File: src/rtl/shift_ctrl_pkg.sv
// Shared types for the multi-cycle shifter controller.
// Optional rotate support is enabled with SHIFT_CTRL_ROTATE_EN.
package shift_ctrl_pkg;

    typedef enum logic [2:0] {
        OP_NOP  = 3'b000,
        OP_LOAD = 3'b001,
        OP_LSL  = 3'b010,
        OP_LSR  = 3'b011,
        OP_ASR  = 3'b100,
        OP_ROR  = 3'b101
    } op_e;

    typedef enum logic [1:0] {
        K_LSL = 2'b00,
        K_LSR = 2'b01,
        K_ASR = 2'b10,
        K_ROR = 2'b11
    } kind_e;

    typedef enum logic [1:0] {
        S_IDLE,
        S_LOAD,
        S_SHIFT,
        S_DONE
    } state_e;

    function automatic op_e kind_op(kind_e k);
        op_e op;
        op = OP_NOP;
        unique case (k)
            K_LSL: op = OP_LSL;
            K_LSR: op = OP_LSR;
            K_ASR: op = OP_ASR;
`ifdef SHIFT_CTRL_ROTATE_EN
            K_ROR: op = OP_ROR;
`else
            K_ROR: op = OP_NOP;
`endif
        endcase
        return op;
    endfunction

endpackage

File: src/rtl/shift_ctrl_shift_step.sv
// One combinational shift step of up to three bit positions.
// ROR logic exists only when SHIFT_CTRL_ROTATE_EN is defined.
import shift_ctrl_pkg::*;

module shift_step (
    input  op_e        op,
    input  logic [1:0] shamt,
    input  logic [7:0] d_in,
    output logic [7:0] d_out
);

    always_comb begin
        d_out = d_in;
        case (op)
            OP_LSL: d_out = d_in << shamt;
            OP_LSR: d_out = d_in >> shamt;
            OP_ASR: d_out = unsigned'($signed(d_in) >>> shamt);
`ifdef SHIFT_CTRL_ROTATE_EN
            OP_ROR: d_out = (d_in >> shamt)
                          | (d_in << (4'd8 - {2'b00, shamt}));
`endif
            default: d_out = d_in;
        endcase
    end

endmodule

File: src/rtl/shift_ctrl.sv
// Handshaked shifter: a job is split into steps of at most STEP_MAX bits.
// Define SHIFT_CTRL_ROTATE_EN to make kind 11 a rotate-right.
import shift_ctrl_pkg::*;

module shift_ctrl #(
    parameter int STEP_MAX = 3
) (
    input  logic       clk,
    input  logic       reset_n,
    input  logic       req_valid,
    output logic       req_ready,
    input  logic [1:0] req_kind,
    input  logic [2:0] req_amt,
    input  logic [7:0] req_data,
    output logic       res_valid,
    input  logic       res_ready,
    output logic [7:0] res_data,
    output logic [2:0] op_o,
    output logic [1:0] shamt_o
);

    localparam logic [2:0] STEP = 3'(STEP_MAX);

    state_e      state_q, state_d;
    kind_e       kind_q, kind_d;
    logic [2:0]  amt_q, amt_d;
    logic [7:0]  opnd_q, opnd_d;
    logic [7:0]  data_q, data_d;
    logic [2:0]  rem_q, rem_d;
    op_e         op;
    logic [1:0]  step;
    logic [7:0]  shifted;

    shift_step u_step (
        .op    (op),
        .shamt (step),
        .d_in  (data_q),
        .d_out (shifted)
    );

    always_ff @(posedge clk or negedge reset_n) begin
        if (!reset_n) begin
            state_q <= S_IDLE;
            kind_q  <= K_LSL;
            amt_q   <= '0;
            opnd_q  <= '0;
            data_q  <= '0;
            rem_q   <= '0;
        end else begin
            state_q <= state_d;
            kind_q  <= kind_d;
            amt_q   <= amt_d;
            opnd_q  <= opnd_d;
            data_q  <= data_d;
            rem_q   <= rem_d;
        end
    end

    always_comb begin
        state_d   = state_q;
        kind_d    = kind_q;
        amt_d     = amt_q;
        opnd_d    = opnd_q;
        data_d    = data_q;
        rem_d     = rem_q;
        op        = OP_NOP;
        step      = 2'd0;
        req_ready = 1'b0;
        res_valid = 1'b0;
        unique case (state_q)
            S_IDLE: begin
                req_ready = 1'b1;
                if (req_valid) begin
                    state_d = S_LOAD;
                    kind_d  = kind_e'(req_kind);
                    amt_d   = req_amt;
                    opnd_d  = req_data;
`ifndef SHIFT_CTRL_ROTATE_EN
                    // Without rotate hardware kind 11 is a pass-through
                    if (req_kind == K_ROR) amt_d = 3'd0;
`endif
                end
            end
            S_LOAD: begin
                op      = OP_LOAD;
                data_d  = opnd_q;
                rem_d   = amt_q;
                state_d = (amt_q != 3'd0) ? S_SHIFT : S_DONE;
            end
            S_SHIFT: begin
                op     = kind_op(kind_q);
                step   = (rem_q > STEP) ? STEP[1:0] : rem_q[1:0];
                data_d = shifted;
                rem_d  = rem_q - {1'b0, step};
                if (rem_d == 3'd0) state_d = S_DONE;
            end
            S_DONE: begin
                res_valid = 1'b1;
                if (res_ready) state_d = S_IDLE;
            end
        endcase
    end

    assign res_data = data_q;
    assign op_o     = op;
    assign shamt_o  = step;

endmodule

File: config.mk
export PLATFORM = sky130hd
export DESIGN_NAME = shift_ctrl
export DESIGN_NICKNAME = d
export VERILOG_FILES = /design/src/rtl/shift_ctrl_pkg.sv /design/src/rtl/shift_ctrl_shift_step.sv /design/src/rtl/shift_ctrl.sv
export SDC_FILE = /design/constraint.sdc
export NUM_CORES = 1
export LEC_CHECK = 0
export CAP_MARGIN = 20
export CORE_ASPECT_RATIO = 1.75
export CORE_MARGIN = 1.5
export CORE_UTILIZATION = 48
export DETAILED_ROUTE_END_ITERATION = 12
export PLACE_DENSITY = 0.77
export SYNTH_ARGS = -nofsm -noshare
export SYNTH_HDL_FRONTEND = slang
export SYNTH_SLANG_ARGS = --single-unit
export TNS_END_PERCENT = 100
File: constraint.sdc
create_clock -name clk -period 2.3 [get_ports clk]
set_clock_uncertainty 0.2 [all_clocks]
set_input_delay 0.23 -clock clk [delete_from_list [all_inputs] [get_ports clk]]
set_output_delay 0.23 -clock clk [all_outputs]
set_load 0.02 [all_outputs]
==> results.sh <==
export IMPL_net_switching_power_mw=1.841
export IMPL_cts_buffers=3
export IMPL_crit_start="state_q[0]"
export IMPL_arrival_ps=2260
export IMPL_wl_um=4783
export IMPL_coreArea_um2=3628
export IMPL_port_buffers=31
export IMPL_htreeDepth=1
export IMPL_final_net_count=278
export IMPL_vias=1746
export IMPL_dpl_hpwl_um=3671
export IMPL_drtIter0Drc=41
export IMPL_drc=0
export IMPL_drive_gt1_frac=0.2078
export IMPL_yosysUniqueCellTypes=51
export IMPL_dp_cells=296
export IMPL_drtPass1Iterations=4
export IMPL_timing_final_crit_share=0.9759
export IMPL_grt_overflow=0
export IMPL_status="finished clean"
export IMPL_clkSinkCount=26
export IMPL_p_leak_nw=1.031
export IMPL_ant_nets=0
export IMPL_grt_pass1_vias=1643
export IMPL_clock_power_share=0.075
export IMPL_maxCapViolations=0
export IMPL_synth_seq_cells=26
export IMPL_synthArstFlopShare=1.000
export IMPL_fin_cells=301
export IMPL_worst_path_max_fanout=5
export IMPL_ys_seq_area_frac=0.3584
export IMPL_syn_avg_cell_area_um2=8.770
export IMPL_setup_viol=0
export IMPL_die_area_um2=4175
export IMPL_cp_end_kind="flip-flop"
export IMPL_r2r_slack_ps=60
export IMPL_slew_violations=0
export IMPL_fp_dieW_um=49.49
export IMPL_area_growth_pct=30.19
export IMPL_chipHeight_um=84.36
export IMPL_required_ps=2320
export IMPL_synth_ff_type="dfrtp_1"
export IMPL_detail_route_vias_per_cell=5.801
export IMPL_peakVddDrop_mv=1.235
export IMPL_rsz0062_at_grt="false"
export IMPL_power_density_nw_per_um2=1699
export IMPL_gp_routability_congestion=0.9294
export IMPL_netlist_instances=207
export IMPL_criticalPathCategory="flip-flop to flip-flop"
export IMPL_antenna_found_initial=0
export IMPL_clkLatencyLatePin_ps=280
export IMPL_pin_count=32
export IMPL_grt_start_max_net_pins=27
export IMPL_num_rows=29
export IMPL_power_frac_comb=0.678
export IMPL_synth_edf_count=0
export IMPL_cp_start_kind="flip-flop"
export IMPL_finalHoldViolCount=0
export IMPL_p_sw_frac=0.4584
export IMPL_synth_warnings=0
export IMPL_syn_nets=229
export IMPL_hold_path_class="input pin to asynchronous set/reset pin"
export IMPL_netlist_area_um2=1815
export IMPL_grt_use_total=0.2429
export IMPL_clk_pin_slew_ps=90
export IMPL_initial_core_util=0.5003
export IMPL_intPower_mw=2.175
export IMPL_fmax_ghz=0.4455
export IMPL_cts_tree="done"
export IMPL_reg2reg_from="state_q[0]"
export IMPL_cts_max_path_buffers=2
export IMPL_grt_pass1_wl_um=7838
export IMPL_p_total_mw=4.017
export IMPL_antennaDiodeCount=0
export IMPL_cts_root_buf="clkbuf_8"
export IMPL_seqPwrFrac=0.247
export IMPL_slew_headroom=0.6703
export IMPL_period_minus_slack_ps=2245
export IMPL_tightest_slew_ps=494.6
export IMPL_route_detailed_wl_per_inst_um=15.89
==> per-layer routing <==
layer | vias up | track usage | share of wire
li1 | 858 | - | -
met1 | 827 | 0.2928 | 0.42
met2 | 51 | 0.4201 | 0.51
met3 | 10 | 0.02669 | 0.035
met4 | 0 | 0.1237 | 0.030
met5 | - | 0 | 0
==> synthesized netlist by cell type, types with 3 or more instances <==
cell type	instances	area, um^2
a21oi_1	13	65.06
a22o_1	6	52.55
a31oi_1	4	25.02
clkbuf_1	4	15.01
dfrtp_1	26	650.6
ha_1	5	62.56
inv_1	8	30.03
mux2_2	11	123.9
mux2i_1	4	40.04
nand2_1	22	82.58
nand2b_1	4	25.02
nand3_1	6	30.03
nor2_1	16	60.06
nor2b_1	4	25.02
nor3_1	6	30.03
o211ai_1	4	30.03
o21ai_0	14	70.07
o22ai_1	4	25.02
o31ai_1	3	22.52
or2_2	3	18.77
==> kinds of logic (layout without fill, tap and decap cells) <==
family / Yosys count / count (layout) / share of synthesized area
fa+ha+maj: 5 / 5 / 0.03446
flops: 26 / 26 / 0.3584
mux: 15 / 15 / 0.09028
simple gates: 74 / 74 / 0.2054
buf+inv: 22 / 70 / 0.07167
compound gates: 65 / 65 / 0.2398
==> cells in the final DEF, fill, tap and decap left out, types with 2 or more instances in the layout <==
cell and count:
dfrtp_1 26, buf_4 25, nor4b_1 2, clkdlybuf4s50_1 26
nand3_1 6, nand2b_1 4, nor2b_1 4, o211ai_1 4
o31ai_1 3, o22ai_1 4, nand3b_1 2, clkbuf_8 4
nor3_1 5, o221ai_1 2, a211oi_1 2, a22o_1 6
a22oi_1 2, nand4_1 2, inv_1 7, nand2_1 22
dlygate4sd2_1 5, ha_1 3, a21oi_1 13, nor2_1 16
mux2_2 11, or2_2 3, mux2i_1 4, o21ai_0 13
a31oi_1 4
==> state kept, by name, summed over array words and instances, names as in the netlist <==
register and flops:
state_q 2, opnd_q 8, amt_q 3, rem_q 3, res_data 8, kind_q 2
==> cell type report <==
| type | instances | area, um^2 |
|---|---|---|
| flip-flops and latches | 26 | 650.6 |
| clock buffers | 4 | 55.05 |
| repair buffers | 57 | 511.7 |
| fillers | 330 | 1265 |
| inverters | 9 | 33.78 |
| well taps | 46 | 57.56 |
| multi-input cells | 159 | 1055 |
==> metrics by stage <==
step / area, um^2 / setup WS [ps] / TNS, ps / util / hold slack (ps)
6_report: 2364 / 55.37 / 0 / 0.6514 / 111.7
5_1_grt: 2364 / 5.574 / 0 / 0.6514 / 146.5
4_1_cts: 2336 / -33.88 / -33.88 / 0.6438 / 117.8
3_5_place_dp: 2287 / -8.479 / -8.479 / 0.6303 / 292.7
3_3_place_gp: 2287 / 40.89 / 0 / 0.6303 / 283.7
2_1_floorplan: 1815 / 1.166 / 0 / - / -265.6
==> critical path: stages (launching register included) <==
cell	delay, ps
dfrtp_1	420
inv_2	110
ha_4	230
a21bo_1	180
o22a_2	230
or3_4	380
or3_1	360
nand4_1	80
==> power groups by stage <==
stage               registers, mW  logic [mW]  clock network, mW
CTS                         0.984        2.65              0.313
finish                      0.992        2.72              0.300
global route                 1.03        2.98              0.320
floorplan                   0.948        1.75                  0
global placement            0.984        2.65                  0
detailed placement          0.993        2.66                  0
==> path summary, 6_finish.rpt <==
kind                                     to  cells after the start
max in group asynchronous       res_data[2]                      2
worst min-delay path               amt_q[1]                      2
worst max register to register  res_data[4]                      7
worst min register to register    opnd_q[1]                      1
worst max-delay path            res_data[4]                      7
min in group clk                  opnd_q[1]                      1
==> repair_timing <==
item	in CTS	in global routing
resized for setup	5	5
hold buffers	0	0
setup endpoints to repair	6	11
setup buffers	0	1
Note: power is estimated with default switching activity, not from simulation.
